**src/rtl/core_pkg.sv**
```systemverilog
// Shared definitions for the multicycle core: opcodes, FSM states and
// instruction field positions.
package core_pkg;

  localparam logic [3:0] OP_NOP  = 4'h0;
  localparam logic [3:0] OP_ADD  = 4'h1;
  localparam logic [3:0] OP_SUB  = 4'h2;
  localparam logic [3:0] OP_AND  = 4'h3;
  localparam logic [3:0] OP_OR   = 4'h4;
  localparam logic [3:0] OP_XOR  = 4'h5;
  localparam logic [3:0] OP_LI   = 4'h6;
  localparam logic [3:0] OP_LW   = 4'h7;
  localparam logic [3:0] OP_SW   = 4'h8;
  localparam logic [3:0] OP_BEQ  = 4'h9;
  localparam logic [3:0] OP_JMP  = 4'hA;
  localparam logic [3:0] OP_HALT = 4'hF;

  typedef enum logic [2:0] {
    S_FETCH  = 3'd0,
    S_DECODE = 3'd1,
    S_EXEC   = 3'd2,
    S_MEM    = 3'd3,
    S_WB     = 3'd4,
    S_HALT   = 3'd5
  } state_e;

  localparam int INSTR_W   = 16;
  localparam int OP_LSB    = 12;
  localparam int RD_LSB    = 8;
  localparam int RS_LSB    = 4;
  localparam int RT_LSB    = 0;
  localparam int IMM8_LSB  = 0;
  localparam int IMM12_LSB = 0;

  function automatic logic [3:0] field4(input logic [INSTR_W-1:0] ins, input int lsb);
    return ins[lsb +: 4];
  endfunction

endpackage

```
**src/rtl/multicycle_core_if.sv**
```systemverilog
// Instruction and data memory request buses of the multicycle core.
// The core is the master; the memories sit on the slave side.
interface multicycle_core_if #(
  parameter int DW  = 4,
  parameter int AW  = 4,
  parameter int PCW = 8
);
  logic           imem_req;
  logic [PCW-1:0] imem_addr;
  logic           imem_valid;
  logic [15:0]    imem_rdata;
  logic           dmem_req;
  logic           dmem_we;
  logic [AW-1:0]  dmem_addr;
  logic [DW-1:0]  dmem_wdata;
  logic           dmem_ready;
  logic [DW-1:0]  dmem_rdata;

  modport master (
    output imem_req, imem_addr,
    input  imem_valid, imem_rdata,
    output dmem_req, dmem_we, dmem_addr, dmem_wdata,
    input  dmem_ready, dmem_rdata
  );

  modport slave (
    input  imem_req, imem_addr,
    output imem_valid, imem_rdata,
    input  dmem_req, dmem_we, dmem_addr, dmem_wdata,
    output dmem_ready, dmem_rdata
  );
endinterface

```
**src/rtl/core_regfile.sv**
```systemverilog
// 16-entry register file: three combinational read ports, one synchronous
// write port, r0 hardwired to zero.
module core_regfile #(
  parameter int DW = 4
) (
  input  logic          clk,
  input  logic          reset,
  input  logic          we,
  input  logic [3:0]    waddr,
  input  logic [DW-1:0] wdata,
  input  logic [3:0]    raddr_a,
  input  logic [3:0]    raddr_b,
  input  logic [3:0]    raddr_c,
  output logic [DW-1:0] rdata_a,
  output logic [DW-1:0] rdata_b,
  output logic [DW-1:0] rdata_c
);
  logic [DW-1:0] regs_q [16];

  // Register storage; writes to r0 are dropped
  always_ff @(posedge clk or posedge reset) begin
    if (reset) begin
      for (int i = 0; i < 16; i++) begin
        regs_q[i] <= '0;
      end
    end else if (we && (waddr != 4'd0)) begin
      regs_q[waddr] <= wdata;
    end
  end

  assign rdata_a = (raddr_a == 4'd0) ? '0 : regs_q[raddr_a];
  assign rdata_b = (raddr_b == 4'd0) ? '0 : regs_q[raddr_b];
  assign rdata_c = (raddr_c == 4'd0) ? '0 : regs_q[raddr_c];
endmodule

```
**src/rtl/multicycle_core.sv**
```systemverilog
// Multi-cycle 16-bit-instruction core: FETCH/DECODE/EXEC/MEM/WB sequencer
// with handshaked instruction and data memories and an inline ALU.
module multicycle_core
  import core_pkg::*;
#(
  parameter int DW  = 4,
  parameter int AW  = 4,
  parameter int PCW = 8
) (
  input  logic              clk,
  input  logic              reset,
  multicycle_core_if.master bus,
  output logic [DW-1:0]     result_out,
  output logic              zero_flag,
  output logic              halted
);
  state_e         state_q, state_d;
  logic [PCW-1:0] pc_q, pc_d;
  logic [15:0]    instr_q, instr_d;
  logic [DW-1:0]  opa_q, opa_d, opb_q, opb_d, opd_q, opd_d;
  logic [DW-1:0]  res_q, res_d, result_q, result_d;
  logic           zero_q, zero_d, halted_q, halted_d;
  logic           imem_req_q, imem_req_d;
  logic           dmem_req_q, dmem_req_d, dmem_we_q, dmem_we_d;
  logic [AW-1:0]  dmem_addr_q, dmem_addr_d;
  logic [DW-1:0]  dmem_wdata_q, dmem_wdata_d;

  logic [3:0]     op_s, rd_s, rs_s, rt_s;
  logic [7:0]     imm8_s;
  logic [11:0]    imm12_s;
  logic [DW-1:0]  rs_data_s, rt_data_s, rd_data_s, alu_s, li_s;
  logic [AW-1:0]  ea_s;
  logic [PCW-1:0] pc_inc_s, br_tgt_s, jmp_tgt_s;
  logic           is_alu_s, rf_we_s;

  assign op_s      = field4(instr_q, OP_LSB);
  assign rd_s      = field4(instr_q, RD_LSB);
  assign rs_s      = field4(instr_q, RS_LSB);
  assign rt_s      = field4(instr_q, RT_LSB);
  assign imm8_s    = instr_q[IMM8_LSB +: 8];
  assign imm12_s   = instr_q[IMM12_LSB +: 12];
  // Size casts give zero-extension or truncation as DW/AW/PCW demand
  assign li_s      = DW'(imm8_s);
  assign ea_s      = AW'(33'(opa_q) + 33'(rt_s));
  assign pc_inc_s  = pc_q + PCW'(1'b1);
  assign br_tgt_s  = pc_inc_s + PCW'($signed(rt_s));
  assign jmp_tgt_s = PCW'(imm12_s);
  assign is_alu_s  = (op_s >= OP_ADD) && (op_s <= OP_XOR);
  assign rf_we_s   = (state_q == S_WB);

  core_regfile #(.DW(DW)) u_regfile (
    .clk     (clk),
    .reset   (reset),
    .we      (rf_we_s),
    .waddr   (rd_s),
    .wdata   (res_q),
    .raddr_a (rs_s),
    .raddr_b (rt_s),
    .raddr_c (rd_s),
    .rdata_a (rs_data_s),
    .rdata_b (rt_data_s),
    .rdata_c (rd_data_s)
  );

  // Register-register ALU operating on operands latched in DECODE
  always_comb begin
    alu_s = '0;
    case (op_s)
      OP_ADD:  alu_s = opa_q + opb_q;
      OP_SUB:  alu_s = opa_q - opb_q;
      OP_AND:  alu_s = opa_q & opb_q;
      OP_OR:   alu_s = opa_q | opb_q;
      OP_XOR:  alu_s = opa_q ^ opb_q;
      default: alu_s = '0;
    endcase
  end

  // Sequencer next-state; requests stay up until their handshake completes
  always_comb begin
    state_d      = state_q;
    pc_d         = pc_q;
    instr_d      = instr_q;
    opa_d        = opa_q;
    opb_d        = opb_q;
    opd_d        = opd_q;
    res_d        = res_q;
    result_d     = result_q;
    zero_d       = zero_q;
    halted_d     = halted_q;
    imem_req_d   = imem_req_q;
    dmem_req_d   = dmem_req_q;
    dmem_we_d    = dmem_we_q;
    dmem_addr_d  = dmem_addr_q;
    dmem_wdata_d = dmem_wdata_q;
    case (state_q)
      S_FETCH: begin
        if (imem_req_q && bus.imem_valid) begin
          instr_d    = bus.imem_rdata;
          imem_req_d = 1'b0;
          state_d    = S_DECODE;
        end else begin
          imem_req_d = 1'b1;
        end
      end
      S_DECODE: begin
        opa_d   = rs_data_s;
        opb_d   = rt_data_s;
        opd_d   = rd_data_s;
        state_d = S_EXEC;
      end
      S_EXEC: begin
        if (is_alu_s) begin
          res_d   = alu_s;
          zero_d  = (alu_s == '0);
          state_d = S_WB;
        end else begin
          case (op_s)
            OP_LI: begin
              res_d   = li_s;
              state_d = S_WB;
            end
            OP_LW, OP_SW: begin
              dmem_req_d   = 1'b1;
              dmem_we_d    = (op_s == OP_SW);
              dmem_addr_d  = ea_s;
              dmem_wdata_d = opd_q;
              state_d      = S_MEM;
            end
            OP_BEQ: begin
              pc_d       = (opd_q == opa_q) ? br_tgt_s : pc_inc_s;
              imem_req_d = 1'b1;
              state_d    = S_FETCH;
            end
            OP_JMP: begin
              pc_d       = jmp_tgt_s;
              imem_req_d = 1'b1;
              state_d    = S_FETCH;
            end
            OP_HALT: begin
              halted_d = 1'b1;
              state_d  = S_HALT;
            end
            default: begin
              pc_d       = pc_inc_s;
              imem_req_d = 1'b1;
              state_d    = S_FETCH;
            end
          endcase
        end
      end
      S_MEM: begin
        if (dmem_req_q && bus.dmem_ready) begin
          dmem_req_d = 1'b0;
          if (dmem_we_q) begin
            pc_d       = pc_inc_s;
            imem_req_d = 1'b1;
            state_d    = S_FETCH;
          end else begin
            res_d   = bus.dmem_rdata;
            state_d = S_WB;
          end
        end else begin
          dmem_req_d = 1'b1;
        end
      end
      S_WB: begin
        result_d   = res_q;
        pc_d       = pc_inc_s;
        imem_req_d = 1'b1;
        state_d    = S_FETCH;
      end
      S_HALT: begin
        halted_d = 1'b1;
        state_d  = S_HALT;
      end
      default: begin
        imem_req_d = 1'b0;
        dmem_req_d = 1'b0;
        state_d    = S_FETCH;
      end
    endcase
  end

  // State registers
  always_ff @(posedge clk or posedge reset) begin
    if (reset) begin
      state_q      <= S_FETCH;
      pc_q         <= '0;
      instr_q      <= 16'h0000;
      opa_q        <= '0;
      opb_q        <= '0;
      opd_q        <= '0;
      res_q        <= '0;
      result_q     <= '0;
      zero_q       <= 1'b0;
      halted_q     <= 1'b0;
      imem_req_q   <= 1'b0;
      dmem_req_q   <= 1'b0;
      dmem_we_q    <= 1'b0;
      dmem_addr_q  <= '0;
      dmem_wdata_q <= '0;
    end else begin
      state_q      <= state_d;
      pc_q         <= pc_d;
      instr_q      <= instr_d;
      opa_q        <= opa_d;
      opb_q        <= opb_d;
      opd_q        <= opd_d;
      res_q        <= res_d;
      result_q     <= result_d;
      zero_q       <= zero_d;
      halted_q     <= halted_d;
      imem_req_q   <= imem_req_d;
      dmem_req_q   <= dmem_req_d;
      dmem_we_q    <= dmem_we_d;
      dmem_addr_q  <= dmem_addr_d;
      dmem_wdata_q <= dmem_wdata_d;
    end
  end

  assign bus.imem_req   = imem_req_q;
  assign bus.imem_addr  = pc_q;
  assign bus.dmem_req   = dmem_req_q;
  assign bus.dmem_we    = dmem_we_q;
  assign bus.dmem_addr  = dmem_addr_q;
  assign bus.dmem_wdata = dmem_wdata_q;
  assign result_out     = result_q;
  assign zero_flag      = zero_q;
  assign halted         = halted_q;
endmodule

```
**src/flat_wrapper.sv**
```systemverilog
// flat-port wrapper written by rule: the top's interface ports become plain ports
module multicycle_core_flat import core_pkg::*;
#(
  parameter int DW  = 4,
  parameter int AW  = 4,
  parameter int PCW = 8
)
  (clk, reset, result_out, zero_flag, halted, bus_imem_req, bus_imem_addr, bus_imem_valid, bus_imem_rdata, bus_dmem_req, bus_dmem_we, bus_dmem_addr, bus_dmem_wdata, bus_dmem_ready, bus_dmem_rdata);
  multicycle_core_if #(.DW(DW), .AW(AW), .PCW(PCW)) bus_i ();
  input  logic clk;
  input  logic reset;
  output logic [DW-1:0] result_out;
  output logic zero_flag;
  output logic halted;
  output wire logic [$bits(bus_i.imem_req)-1:0] bus_imem_req;
  output wire logic [$bits(bus_i.imem_addr)-1:0] bus_imem_addr;
  input wire logic [$bits(bus_i.imem_valid)-1:0] bus_imem_valid;
  input wire logic [$bits(bus_i.imem_rdata)-1:0] bus_imem_rdata;
  output wire logic [$bits(bus_i.dmem_req)-1:0] bus_dmem_req;
  output wire logic [$bits(bus_i.dmem_we)-1:0] bus_dmem_we;
  output wire logic [$bits(bus_i.dmem_addr)-1:0] bus_dmem_addr;
  output wire logic [$bits(bus_i.dmem_wdata)-1:0] bus_dmem_wdata;
  input wire logic [$bits(bus_i.dmem_ready)-1:0] bus_dmem_ready;
  input wire logic [$bits(bus_i.dmem_rdata)-1:0] bus_dmem_rdata;
  assign bus_imem_req = bus_i.imem_req;
  assign bus_imem_addr = bus_i.imem_addr;
  assign bus_i.imem_valid = bus_imem_valid;
  assign bus_i.imem_rdata = bus_imem_rdata;
  assign bus_dmem_req = bus_i.dmem_req;
  assign bus_dmem_we = bus_i.dmem_we;
  assign bus_dmem_addr = bus_i.dmem_addr;
  assign bus_dmem_wdata = bus_i.dmem_wdata;
  assign bus_i.dmem_ready = bus_dmem_ready;
  assign bus_i.dmem_rdata = bus_dmem_rdata;
  multicycle_core #(.DW(DW), .AW(AW), .PCW(PCW)) u_core (.clk(clk), .reset(reset), .bus(bus_i), .result_out(result_out), .zero_flag(zero_flag), .halted(halted));
endmodule
```
**config.mk**
```make
export PLATFORM = sky130hd
export DESIGN_NAME = multicycle_core_flat
export DESIGN_NICKNAME = d
export VERILOG_FILES = /design/src/rtl/core_pkg.sv /design/src/rtl/multicycle_core_if.sv /design/src/rtl/core_regfile.sv /design/src/rtl/multicycle_core.sv /design/src/flat_wrapper.sv
export SDC_FILE = /design/constraint.sdc
export NUM_CORES = 1
export LEC_CHECK = 0
export CAP_MARGIN = 20
export CORE_UTILIZATION = 40
export DETAILED_ROUTE_END_ITERATION = 16
export GPL_TIMING_DRIVEN = 0
export PLACE_DENSITY_LB_ADDON = 0.3
export SKIP_LAST_GASP = 1
export SLEW_MARGIN = 20
export SYNTH_ARGS = -nofsm -noshare
export SYNTH_HDL_FRONTEND = slang
export SYNTH_SLANG_ARGS = --single-unit
```
**constraint.sdc**
```tcl
create_clock -name clk -period 7.3 [get_ports clk]
set_input_delay 0.73 -clock clk [delete_from_list [all_inputs] [get_ports clk]]
set_output_delay 0.73 -clock clk [all_outputs]
set_load 0.02 [all_outputs]
```
==> impl_metrics.xml <==
<?xml version="1.0" encoding="UTF-8"?>
<metrics>
  <group name="final_layout">
    <metric name="register_area" unit="mm²">0.00310</metric>
    <metric name="num_antenna_cells" unit="">0</metric>
    <metric name="fillers" unit="">1724</metric>
    <metric name="drive_gt1_share" unit="%">29.2</metric>
    <metric name="area.growth.synth_to_final" unit="%">18.2</metric>
    <metric name="nets" unit="">769</metric>
    <metric name="final_util" unit="%">48.9</metric>
    <metric name="multi_input_area" unit="mm²">0.00437</metric>
  </group>
  <group name="logic_synthesis">
    <metric name="post_synthesis_instance_area" unit="mm²">0.00784</metric>
    <metric name="synth_largest_area_cell" unit="">dfrtp_1</metric>
    <metric name="synth_sequential_area_ratio" unit="%">39.6</metric>
    <metric name="synth.ff_latch_count" unit="">124</metric>
    <metric name="yosys.cell_count.top_type" unit="">dfrtp_1</metric>
    <metric name="synth.cells.most_frequent" unit="">dfrtp_1 (124), mux2_2 (78), mux4_2 (60), nand2_1 (50), nor2_1 (38)</metric>
    <metric name="most_used_flip_flop_cell_after_synthesis" unit="">dfrtp_1</metric>
    <metric name="synth_area_per_cell" unit="µm²">12.0</metric>
    <metric name="post_synth_main_area_contributors" unit="">dfrtp_1 (40%), mux4_2 (17%), mux2_2 (11%)</metric>
    <metric name="synth_fp_nets" unit="">701</metric>
    <metric name="netlist.area_leader.share" unit="%">39.6</metric>
    <metric name="syn-instance-count" unit="">651</metric>
    <metric name="synth_edf_count" unit="">0</metric>
    <metric name="postSynth.asyncResetShare" unit="%">100</metric>
    <metric name="yosysWarnings" unit="">0</metric>
    <metric name="synth.lib_cells_used.distinct" unit="">71</metric>
  </group>
  <group name="clock_tree">
    <metric name="cts_tree" unit="">done</metric>
    <metric name="htreeDepth" unit="">4</metric>
    <metric name="insertion_delay" unit="ps">420</metric>
    <metric name="tritoncts.num_buffers" unit="">17</metric>
    <metric name="clock-sinks" unit="">124</metric>
    <metric name="resized_after_cts" unit="">0</metric>
    <metric name="post_cts_hold_buffer_count" unit="">0</metric>
    <metric name="post-cts-setup-buffers" unit="">0</metric>
    <metric name="clockBufferDepth" unit="">2</metric>
    <metric name="cts.clk_slew.worst_paths" unit="ps">60</metric>
    <metric name="clk_root_buffer_cell" unit="">clkbuf_16</metric>
  </group>
  <group name="power_and_ir_drop">
    <metric name="pwr_density_cell" unit="mW/mm²">482</metric>
    <metric name="p_total" unit="mW">4.47</metric>
    <metric name="power_leakage" unit="nW">3.95</metric>
    <metric name="peakVddDrop" unit="µV">261</metric>
  </group>
  <group name="sta">
    <metric name="worst_clk_skew" unit="ps">8.50</metric>
    <metric name="timing.slew.headroom" unit="%">37.3</metric>
    <metric name="sum_of_negative_setup_slack" unit="ps">0</metric>
    <metric name="minimum_hold_slack" unit="ps">486</metric>
    <metric name="finalSetupViolCount" unit="">0</metric>
    <metric name="highest_clock_rate" unit="GHz">0.313</metric>
    <metric name="timing.final.max_slew_violations" unit="">0</metric>
    <metric name="fin_crit" unit="ps">3200</metric>
    <metric name="measured_slew_at_the_worst_slew_check_pin" unit="ps">941</metric>
    <metric name="timing_hold_violations_final" unit="">0</metric>
    <metric name="period_share" unit="%">43.8</metric>
    <metric name="rsz0062_at_grt" unit="">no</metric>
  </group>
  <group name="floorplanning">
    <metric name="fp.dieArea" unit="mm²">0.0202</metric>
    <metric name="top_level_ports" unit="">49</metric>
    <metric name="chipWidth" unit="µm">142</metric>
    <metric name="core" unit="mm²">0.0190</metric>
    <metric name="fp.dieH" unit="µm">142</metric>
    <metric name="placementRows" unit="">50</metric>
    <metric name="floorplan.initialDensity" unit="%">41.4</metric>
  </group>
  <group name="detailed_routing">
    <metric name="ant_nets" unit="">0</metric>
    <metric name="detail_route.first_pass.iterations" unit="">5</metric>
    <metric name="via_count" unit="">5790</metric>
    <metric name="avgViaCountPerCell" unit="">5.84</metric>
    <metric name="wirelength" unit="µm">21800</metric>
    <metric name="drt-initial-drc-count" unit="">516</metric>
    <metric name="post_drt_wl_per_cell" unit="µm">22.0</metric>
    <metric name="route.detailed.drc" unit="">0</metric>
  </group>
  <group name="global_route">
    <metric name="total_congestion_overflow" unit="">0</metric>
    <metric name="number_of_global_route_vias_before_repair" unit="">5984</metric>
    <metric name="use_met3" unit="%">5.32</metric>
    <metric name="grt_use_met1" unit="%">30.5</metric>
    <metric name="number_of_antenna_violations_at_the_first_check_in_global_routing" unit="">0</metric>
    <metric name="grt_use_met2" unit="%">37.0</metric>
    <metric name="grt_start_max_net_pins" unit="">85</metric>
    <metric name="top_usage_layer" unit="">met2</metric>
    <metric name="first_pass_grt_wire_length" unit="µm">34500</metric>
    <metric name="grt.total_usage" unit="%">23.2</metric>
  </group>
  <group name="worst_setup_path">
    <metric name="r2r-end" unit="">u_core.bus.imem_addr[6]</metric>
    <metric name="cp_data_required_time" unit="ps">7600</metric>
    <metric name="setup.worst_path.end_class" unit="">flip-flop</metric>
    <metric name="ff_to_ff_start" unit="">u_core.instr_q[1]</metric>
    <metric name="worst-r2r-setup-slack" unit="ps">4100</metric>
    <metric name="timing.setup.critical_path_class" unit="">reg -&gt; reg</metric>
    <metric name="cp.arrival" unit="ps">3500</metric>
    <metric name="critical_path_peak_fanout" unit="">10</metric>
    <metric name="reg2reg_depth" unit="">9</metric>
    <metric name="startpoint_type" unit="">flip-flop</metric>
  </group>
  <group name="job">
    <metric name="max-cap-violations" unit="">0</metric>
  </group>
  <group name="placement">
    <metric name="numPortBuffers" unit="">48</metric>
    <metric name="dp_hpwl" unit="µm">16000</metric>
    <metric name="finalWeightedCongestion" unit="">0.964</metric>
  </group>
  <group name="worst_hold_path">
    <metric name="worstHoldPathCells" unit="">2</metric>
    <metric name="hold_path_end" unit="">u_core.halted</metric>
    <metric name="min_path_type" unit="">reg -&gt; reg</metric>
    <metric name="launch_point_of_the_worst_hold_path" unit="">u_core.halted</metric>
  </group>
  <group name="status">
    <metric name="status" unit="">completed</metric>
  </group>
</metrics>
area by class of cell:
type	count	share of cell area [%]
clock inverter	15	1.74
multi-input combinational	450	47.2
timing repair buffer	49	5.48
buffer	43	2.58
inverter	34	1.43
clock buffer	17	4.59
tap	260	3.51
sequential	124	33.5
how the worst max path moves through the flow:
| stage | startpoint | endpoint | slack (ps) | depth (start not counted) |
|---|---|---|---|---|
| 6_report | u_core.instr_q[1] | u_core.bus.imem_addr[6] | 4100 | 9 |
| 5_1_grt | u_core.instr_q[1] | u_core.bus.imem_addr[6] | 3970 | 9 |
| 4_1_cts | u_core.instr_q[1] | u_core.bus.imem_addr[6] | 4150 | 9 |
| 3_5_place_dp | u_core.instr_q[1] | u_core.bus.imem_addr[6] | 4180 | 9 |
| 3_3_place_gp | reset | u_core.result_out[1] | 1570 | 2 |
| 2_1_floorplan | reset | u_core.bus.dmem_addr[0] | 3270 | 1 |
cell families after synthesis:
kind of cell    share of synthesized area, %
flops                                   39.6
buf+inv                                 4.68
simple gates                            11.1
fa+ha+maj                               4.44
mux                                     29.3
compound gates                          8.35
xor+xnor                                2.57
power breakdown:
part | leakage [nW] | total [mW] | internal, mW | switching [mW]
Clock | 0.289 | 0.844 | 0.507 | 0.337
Combinational | 2.03 | 2.39 | 1.11 | 1.29
Sequential | 1.63 | 1.23 | 0.931 | 0.300
Total | 3.95 | 4.47 | 2.54 | 1.92
placed cells by master, fill, tap and decap left out, drive strengths merged, types with 22 or more instances in the layout:
master	synthesis	final
dfrtp	124	124
mux2	81	81
mux4	60	60
nand2	50	50
clkdlybuf4s50	0	48
nor2	39	39
inv	34	39
clkbuf	17	34
buf	26	27
o21ai	24	24
ha	23	23
a21oi	22	22
sequential cells by signal, indices dropped and copies added, names as in the netlist, 3 cells and up:
signal / cells
u_core.bus.dmem_wdata: 4
u_core.bus.dmem_addr: 4
u_core.result_out: 4
u_core.opa_q: 4
u_core.bus.imem_addr: 8
u_core.opb_q: 4
u_core.state_q: 3
u_core.instr_q: 16
u_core.res_q: 4
u_core.u_regfile.regs_q: 64
u_core.opd_q: 4
through the flow:
stage                     setup WS, ps  area [µm²]  cells
final                             4100        9270    992
after global routing              3970        9270    992
after CTS                         4150        9270    992
after detailed placement          4180        8680    960
after global placement            1570        8650    959
after floorplan                   3270        7840    651
worst max-delay path, cell delays in order (launching register included):
cell,delay [ps]
dfrtp_1,640
buf_1,600
inv_1,290
fa_1,520
nand2b_1,190
a21oi_1,200
o22ai_1,130
xnor2_1,140
a221oi_1,270
a21oi_1,100
per-layer routing:
metal / part of all wire, % / vias to the layer above
met5: 0 / -
met4: 3.2 / 0
met3: 6.1 / 47
met2: 48 / 223
met1: 43 / 2968
li1: - / 2552
(Power assumes the default switching activity.)
